==> src/rtl/fifo_pkg.sv <==
// fifo_pkg: shared types and sizing helpers for the programmable FIFO.
//   fifo_mode_e - read-side behaviour: FIFO_STD (registered read data) or
//                 FIFO_FWFT (head word presented without a read)
//   ptr_width() - pointer width for a given depth
//   cnt_width() - width of occupancy count and thresholds (holds 0..DEPTH)
package fifo_pkg;

  typedef enum logic {
    FIFO_STD  = 1'b0,
    FIFO_FWFT = 1'b1
  } fifo_mode_e;

  function automatic int ptr_width(input int depth);
    return (depth > 1) ? $clog2(depth) : 1;
  endfunction

  // One extra bit so the count can represent DEPTH itself.
  function automatic int cnt_width(input int depth);
    return $clog2(depth) + 1;
  endfunction

endpackage

==> src/rtl/fifo_prog_mem.sv <==
// fifo_prog_mem: DEPTH x DATA_W storage, one synchronous write port and one
// asynchronous (combinational) read port.
//   clk   - write clock, rising edge
//   we    - write enable
//   waddr - write address
//   wdata - write data
//   raddr - read address
//   rdata - read data, combinational from raddr
module fifo_prog_mem #(
  parameter int DATA_W = 16,
  parameter int DEPTH  = 8,
  parameter int ADDR_W = 3
) (
  input  logic              clk,
  input  logic              we,
  input  logic [ADDR_W-1:0] waddr,
  input  logic [DATA_W-1:0] wdata,
  input  logic [ADDR_W-1:0] raddr,
  output logic [DATA_W-1:0] rdata
);

  logic [DATA_W-1:0] mem [DEPTH];

  // NOTE: the storage array has no reset; contents are only meaningful
  // between the pointers, and leaving it unreset lets it map onto RAM.
  always_ff @(posedge clk) begin
    if (we) begin
      mem[waddr] <= wdata;
    end
  end

  assign rdata = mem[raddr];

endmodule

==> src/rtl/fifo_prog.sv <==
// fifo_prog: parametrised synchronous FIFO with programmable almost-full /
// almost-empty thresholds, optional first-word-fall-through, occupancy count
// and sticky error flags.
//   clk, rst             - clock (rising edge), synchronous active-high reset
//   wr_en, din           - write request and data
//   rd_en                - read request (FWFT: pop head)
//   dout, valid          - read data and its qualifier
//   wr_ack               - pulse: previous-cycle write accepted
//   overflow/underflow   - pulse: previous-cycle write/read rejected
//   full, empty          - occupancy == DEPTH / == 0
//   almostfull/-empty    - threshold flags, combinational from count
//   count                - current occupancy
//   af_thresh, ae_thresh - almost-full / almost-empty levels (0 or >= DEPTH
//                          disables the flag)
//   err_clr              - clears sticky flags (a new error wins)
//   ovf_sticky/udf_sticky- latched overflow / underflow
module fifo_prog
  import fifo_pkg::*;
#(
  parameter int         DATA_W = 16,
  parameter int         DEPTH  = 8,
  parameter fifo_mode_e MODE   = FIFO_STD,
  parameter int         CNT_W  = cnt_width(DEPTH)
) (
  input  logic              clk,
  input  logic              rst,
  input  logic              wr_en,
  input  logic [DATA_W-1:0] din,
  input  logic              rd_en,
  output logic [DATA_W-1:0] dout,
  output logic              valid,
  output logic              wr_ack,
  output logic              overflow,
  output logic              underflow,
  output logic              full,
  output logic              empty,
  output logic              almostfull,
  output logic              almostempty,
  output logic [CNT_W-1:0]  count,
  input  logic [CNT_W-1:0]  af_thresh,
  input  logic [CNT_W-1:0]  ae_thresh,
  input  logic              err_clr,
  output logic              ovf_sticky,
  output logic              udf_sticky
);

  localparam int             PTR_W   = ptr_width(DEPTH);
  localparam logic [CNT_W-1:0] DEPTH_C = CNT_W'(DEPTH);
  localparam logic [CNT_W-1:0] CNT_ONE = CNT_W'(1);
  localparam logic [PTR_W-1:0] PTR_ONE = PTR_W'(1);

  logic [PTR_W-1:0]  wr_ptr;
  logic [PTR_W-1:0]  rd_ptr;
  logic [DATA_W-1:0] rdata;
  logic              wr_acc;
  logic              rd_acc;
  logic              af_en;
  logic              ae_en;

  // Acceptance is decided on the registered state at the start of the cycle,
  // so a full FIFO rejects a write even when a read frees a slot this cycle.
  assign wr_acc = wr_en && !full;
  assign rd_acc = rd_en && !empty;

  assign full  = (count == DEPTH_C);
  assign empty = (count == '0);

  // Thresholds are live inputs: a new level shows up in the same cycle.
  assign af_en       = (af_thresh != '0) && (af_thresh < DEPTH_C);
  assign ae_en       = (ae_thresh != '0) && (ae_thresh < DEPTH_C);
  assign almostfull  = af_en && (count >= af_thresh) && !full;
  assign almostempty = ae_en && (count <= ae_thresh) && !empty;

  fifo_prog_mem #(
    .DATA_W (DATA_W),
    .DEPTH  (DEPTH),
    .ADDR_W (PTR_W)
  ) u_mem (
    .clk   (clk),
    .we    (wr_acc),
    .waddr (wr_ptr),
    .wdata (din),
    .raddr (rd_ptr),
    .rdata (rdata)
  );

  // NOTE: state registers use non-blocking assignments so every register
  // samples the pre-edge values, independent of statement order.
  always_ff @(posedge clk) begin
    if (rst) begin
      wr_ptr     <= '0;
      rd_ptr     <= '0;
      count      <= '0;
      wr_ack     <= 1'b0;
      overflow   <= 1'b0;
      underflow  <= 1'b0;
      ovf_sticky <= 1'b0;
      udf_sticky <= 1'b0;
    end else begin
      // DEPTH is a power of two, so natural pointer overflow is the wrap.
      if (wr_acc) wr_ptr <= wr_ptr + PTR_ONE;
      if (rd_acc) rd_ptr <= rd_ptr + PTR_ONE;

      case ({wr_acc, rd_acc})
        2'b10:   count <= count + CNT_ONE;
        2'b01:   count <= count - CNT_ONE;
        default: count <= count;
      endcase

      wr_ack    <= wr_acc;
      overflow  <= wr_en && full;
      underflow <= rd_en && empty;

      // Sticky flags rise together with their pulse; a new error beats err_clr.
      ovf_sticky <= (wr_en && full)  || (ovf_sticky && !err_clr);
      udf_sticky <= (rd_en && empty) || (udf_sticky && !err_clr);
    end
  end

  generate
    if (MODE == FIFO_STD) begin : g_std
      logic [DATA_W-1:0] dout_q;
      logic              valid_q;

      always_ff @(posedge clk) begin
        if (rst) begin
          dout_q  <= '0;
          valid_q <= 1'b0;
        end else begin
          valid_q <= rd_acc;
          if (rd_acc) dout_q <= rdata;
        end
      end

      assign dout  = dout_q;
      assign valid = valid_q;
    end else begin : g_fwft
      // Head word is always on the bus; valid just reflects occupancy.
      assign dout  = rdata;
      assign valid = !empty;
    end
  endgenerate

endmodule

==> config.mk <==
export PLATFORM = sky130hd
export DESIGN_NAME = fifo_prog
export DESIGN_NICKNAME = d
export VERILOG_FILES = /design/src/rtl/fifo_pkg.sv /design/src/rtl/fifo_prog_mem.sv /design/src/rtl/fifo_prog.sv
export SDC_FILE = /design/constraint.sdc
export NUM_CORES = 1
export LEC_CHECK = 0
export CORE_MARGIN = 1
export CORE_UTILIZATION = 45
export DETAILED_ROUTE_END_ITERATION = 6
export PLACE_DENSITY_LB_ADDON = 0.2
export SLEW_MARGIN = 20
export SYNTH_ARGS = -nofsm -noshare
export SYNTH_HDL_FRONTEND = slang
export SYNTH_SLANG_ARGS = --single-unit
==> constraint.sdc <==
create_clock -name clk -period 3.55 [get_ports clk]
set_input_delay 0.355 -clock clk [delete_from_list [all_inputs] [get_ports clk]]
set_output_delay 0.355 -clock clk [all_outputs]
set_load 0.005 [all_outputs]
==> impl_metrics.py <==
metrics = {
    "pwr": {
        "vdd_drop_max_v": 0.0004709,
        "leakage_nw": 2.559,
        "power_density_nw_per_um2": 696.0,
        "power_w": 0.005311,
    },
    "critical_path": {
        "cp_slowest_stage_delay_ns": 0.58,
        "worstPathMaxFanout": 11,
        "path_class": "reg2out",
        "cp_top_family": "compound AO/OA/AOI/OAI gates",
        "path_buf_inv": 1,
        "crit_slowest_cell": "clkdlybuf4s50_1",
        "crit_chain": "ha_1, a21oi_1, o21ai_0, a2111oi_0, clkdlybuf4s50_1",
        "worstPathArrival_ns": 2.50,
        "critPathRequiredTime_ns": 3.19,
        "start_kind": "register",
        "endpoint_kind": "output port",
    },
    "synthesis": {
        "synth_flop_cell": "edfxtp_1",
        "ys_seq_elements": 160,
        "synth.most_common_cell": "edfxtp_1",
        "synth_warnings": 0,
        "synth.area.top_cells": "edfxtp_1, mux4_2, dfxtp_1, ha_1, nor2_1",
        "synthDistinctLibCells": 37,
        "syn_nets": 396,
        "synth_commonest_cells": "edfxtp_1, dfxtp_1, mux4_2",
        "synth_area_sq_um": 6276,
        "synth_edf_count": 128,
        "async_flop_share_pct": 0,
        "yosysSeqAreaShare_pct": 71.45,
        "avgSynthCellArea_sq_um": 17.73,
        "synth_cells": 354,
        "yosysTopAreaCell": "edfxtp_1",
        "synth.top_cell.area_share_pct": 61.24,
    },
    "placed_design": {
        "port_buffers": 58,
        "dp.cells": 584,
        "gp_congestion": 0.7940,
        "post-dp-hpwl_um": 7140,
    },
    "cts": {
        "htreeDepth": 4,
        "clk_path_buf_depth": 2,
        "clk_pin_slew_ns": 0.06,
        "post_cts_buffers": 0,
        "cts-hold-fix-buffers": 0,
        "cts_root_buffer": "clkbuf_16",
        "ctsResizeCount": 0,
        "cts_tree": "yes",
        "clock_latency_ns": 0.42,
        "clock_sinks": 160,
        "cts_made_buffers": 17,
    },
    "detailed_routing": {
        "drt-initial-drc-count": 192,
        "dr.pass1.iters": 5,
        "via_per_inst": 5.327,
        "route.vias.total": 3271,
        "routedWlPerCell_um": 19.32,
        "postRouteAntennaNets": 0,
        "drc": 0,
        "drt-total-wl_um": 11860,
    },
    "final_layout": {
        "instances_no_fill": 614,
        "area_growth_pct": 21.59,
        "antenna_cells": 0,
        "nets": 469,
        "ff_latch_area_sq_um": 4487,
        "drive_gt1_share_pct": 21.46,
        "finalCoreUtilization_pct": 56.95,
        "multiInputGateArea_sq_um": 1685,
        "fill_cells": 1046,
    },
    "timing": {
        "timing.fmax_mhz": 350.6,
        "hold-worst-slack_ns": 0.4796,
        "slew_violations": 0,
        "period_needed_ns": 2.853,
        "hold_viol_final": 0,
        "worst_pin_slew_ns": 0.8831,
        "relSlewSlack_pct": 41.13,
        "fin_tns_setup_ns": 0,
        "rsz0062_at_grt": "false",
        "finalSetupViolCount": 0,
        "min_period_over_period_pct": 80.35,
        "fin_skew_ns": 0.01107,
    },
    "worst_hold_path": {
        "hold_class": "reg2reg",
    },
    "floorplanning": {
        "rows": 42,
        "die_h_um": 120.1,
        "die_area_sq_um": 14420,
        "io_pins": 59,
        "start_util_pct": 46.83,
        "dieWidth_um": 120.1,
        "core_area_sq_um": 13400,
    },
    "global_routing": {
        "grt_pass1_wl_um": 18510,
        "grt_pass1_vias": 3295,
        "grt_antenna_before_repair": 0,
        "grt_start_max_net_pins": 34,
        "track_usage_pct": 18.18,
        "grt-ovfl-total": 0,
    },
    "status": {
        "outcome": "finished, final reports clean",
    },
    "run": {
        "cap_violations": 0,
    },
}
==> stage by stage <==
stage | setup WS [ns] | instance area (sq um)
after floorplan | 0.6786 | 6276
after global placement | 0.8633 | 7097
after detailed placement | 0.8123 | 7097
after CTS | 0.6618 | 7631
after global routing | 0.5126 | 7631
final | 0.6975 | 7631
==> path summary, 6_finish.rpt <==
path                               endpoint  slack, ns  cells past startpoint        from
worst max-delay path            almostempty       0.70                      5    count[1]
worst min-delay path             ovf_sticky       0.48                      2  ovf_sticky
worst max register to register     count[2]       0.87                      9    count[3]
worst min register to register   ovf_sticky       0.48                      2  ovf_sticky
==> final cells by class <==
class	instances	area share [%]
flip-flops and latches	160	58.80
clock inverters	7	0.4755
well taps	176	2.886
repair buffers	70	8.788
multi-input cells	169	22.09
clock buffers	23	6.526
inverters	9	0.4427
==> registers in the layout, indices dropped and copies added (netlist names) <==
register	count
underflow	1
overflow	1
ovf_sticky	1
u_mem.mem	128
udf_sticky	1
wr_ack	1
wr_ptr	3
valid	1
count	4
rd_ptr	3
dout	16
==> power breakdown <==
group          switching, W  internal [W]  leakage, nW
Sequential         0.000194       0.00225         1.43
Combinational      0.000562      0.000681        0.874
Clock              0.000651      0.000968        0.259
==> kinds of logic after synthesis <==
logic type	synth area share (%)
adders and majority gates	2.592
muxes	12.14
DFF	71.45
and+or+nand+nor	7.277
AOI/OAI and AO/OA	3.449
xor gates and xnor gates	0.9769
buffers and inverters	2.113
==> worst register-to-register path: cells and delay by family (launching register included) <==
family,cells,cell delay [ns]
AND/OR/NAND/NOR,3,1.14
flip-flops,1,0.51
adder cells (fa/ha/maj),2,0.43
XOR/XNOR,2,0.34
AO/OA/AOI/OAI,2,0.19
==> cells in the final DEF, fill, tap and decap left out, types with 2 or more instances in the layout <==
| master | count |
|---|---|
| clkinv_2 | 2 |
| nor3_1 | 6 |
| nor2_1 | 30 |
| clkinv_1 | 3 |
| o21ai_0 | 3 |
| a211oi_1 | 2 |
| nand2_1 | 6 |
| inv_1 | 8 |
| nand2_4 | 2 |
| dfxtp_2 | 2 |
| nor2b_1 | 5 |
| mux2i_1 | 3 |
| dfxtp_1 | 30 |
| clkbuf_16 | 17 |
| clkbuf_8 | 5 |
| mux4_2 | 32 |
| clkdlybuf4s50_1 | 58 |
| edfxtp_1 | 128 |
| nor4_1 | 2 |
| or3_1 | 2 |
| clkinvlp_4 | 2 |
| nand2b_1 | 5 |
| a21oi_1 | 8 |
| buf_4 | 12 |
| nand3_1 | 3 |
| nor3_2 | 15 |
| ha_1 | 13 |
| o22ai_1 | 15 |
| xor2_1 | 6 |
==> metal layers <==
metal | global-route usage (%) | share of wire (%) | vias to the layer above | wire, um
li1 | - | - | 1540 | -
met1 | 23.43 | 43 | 1648 | 5129
met2 | 28.88 | 52 | 79 | 6128
met3 | 4.848 | 4.6 | 4 | 548
met4 | 8.125 | 0.45 | 0 | 53
met5 | 0 | 0 | - | 0
(Power assumes the default switching activity.)
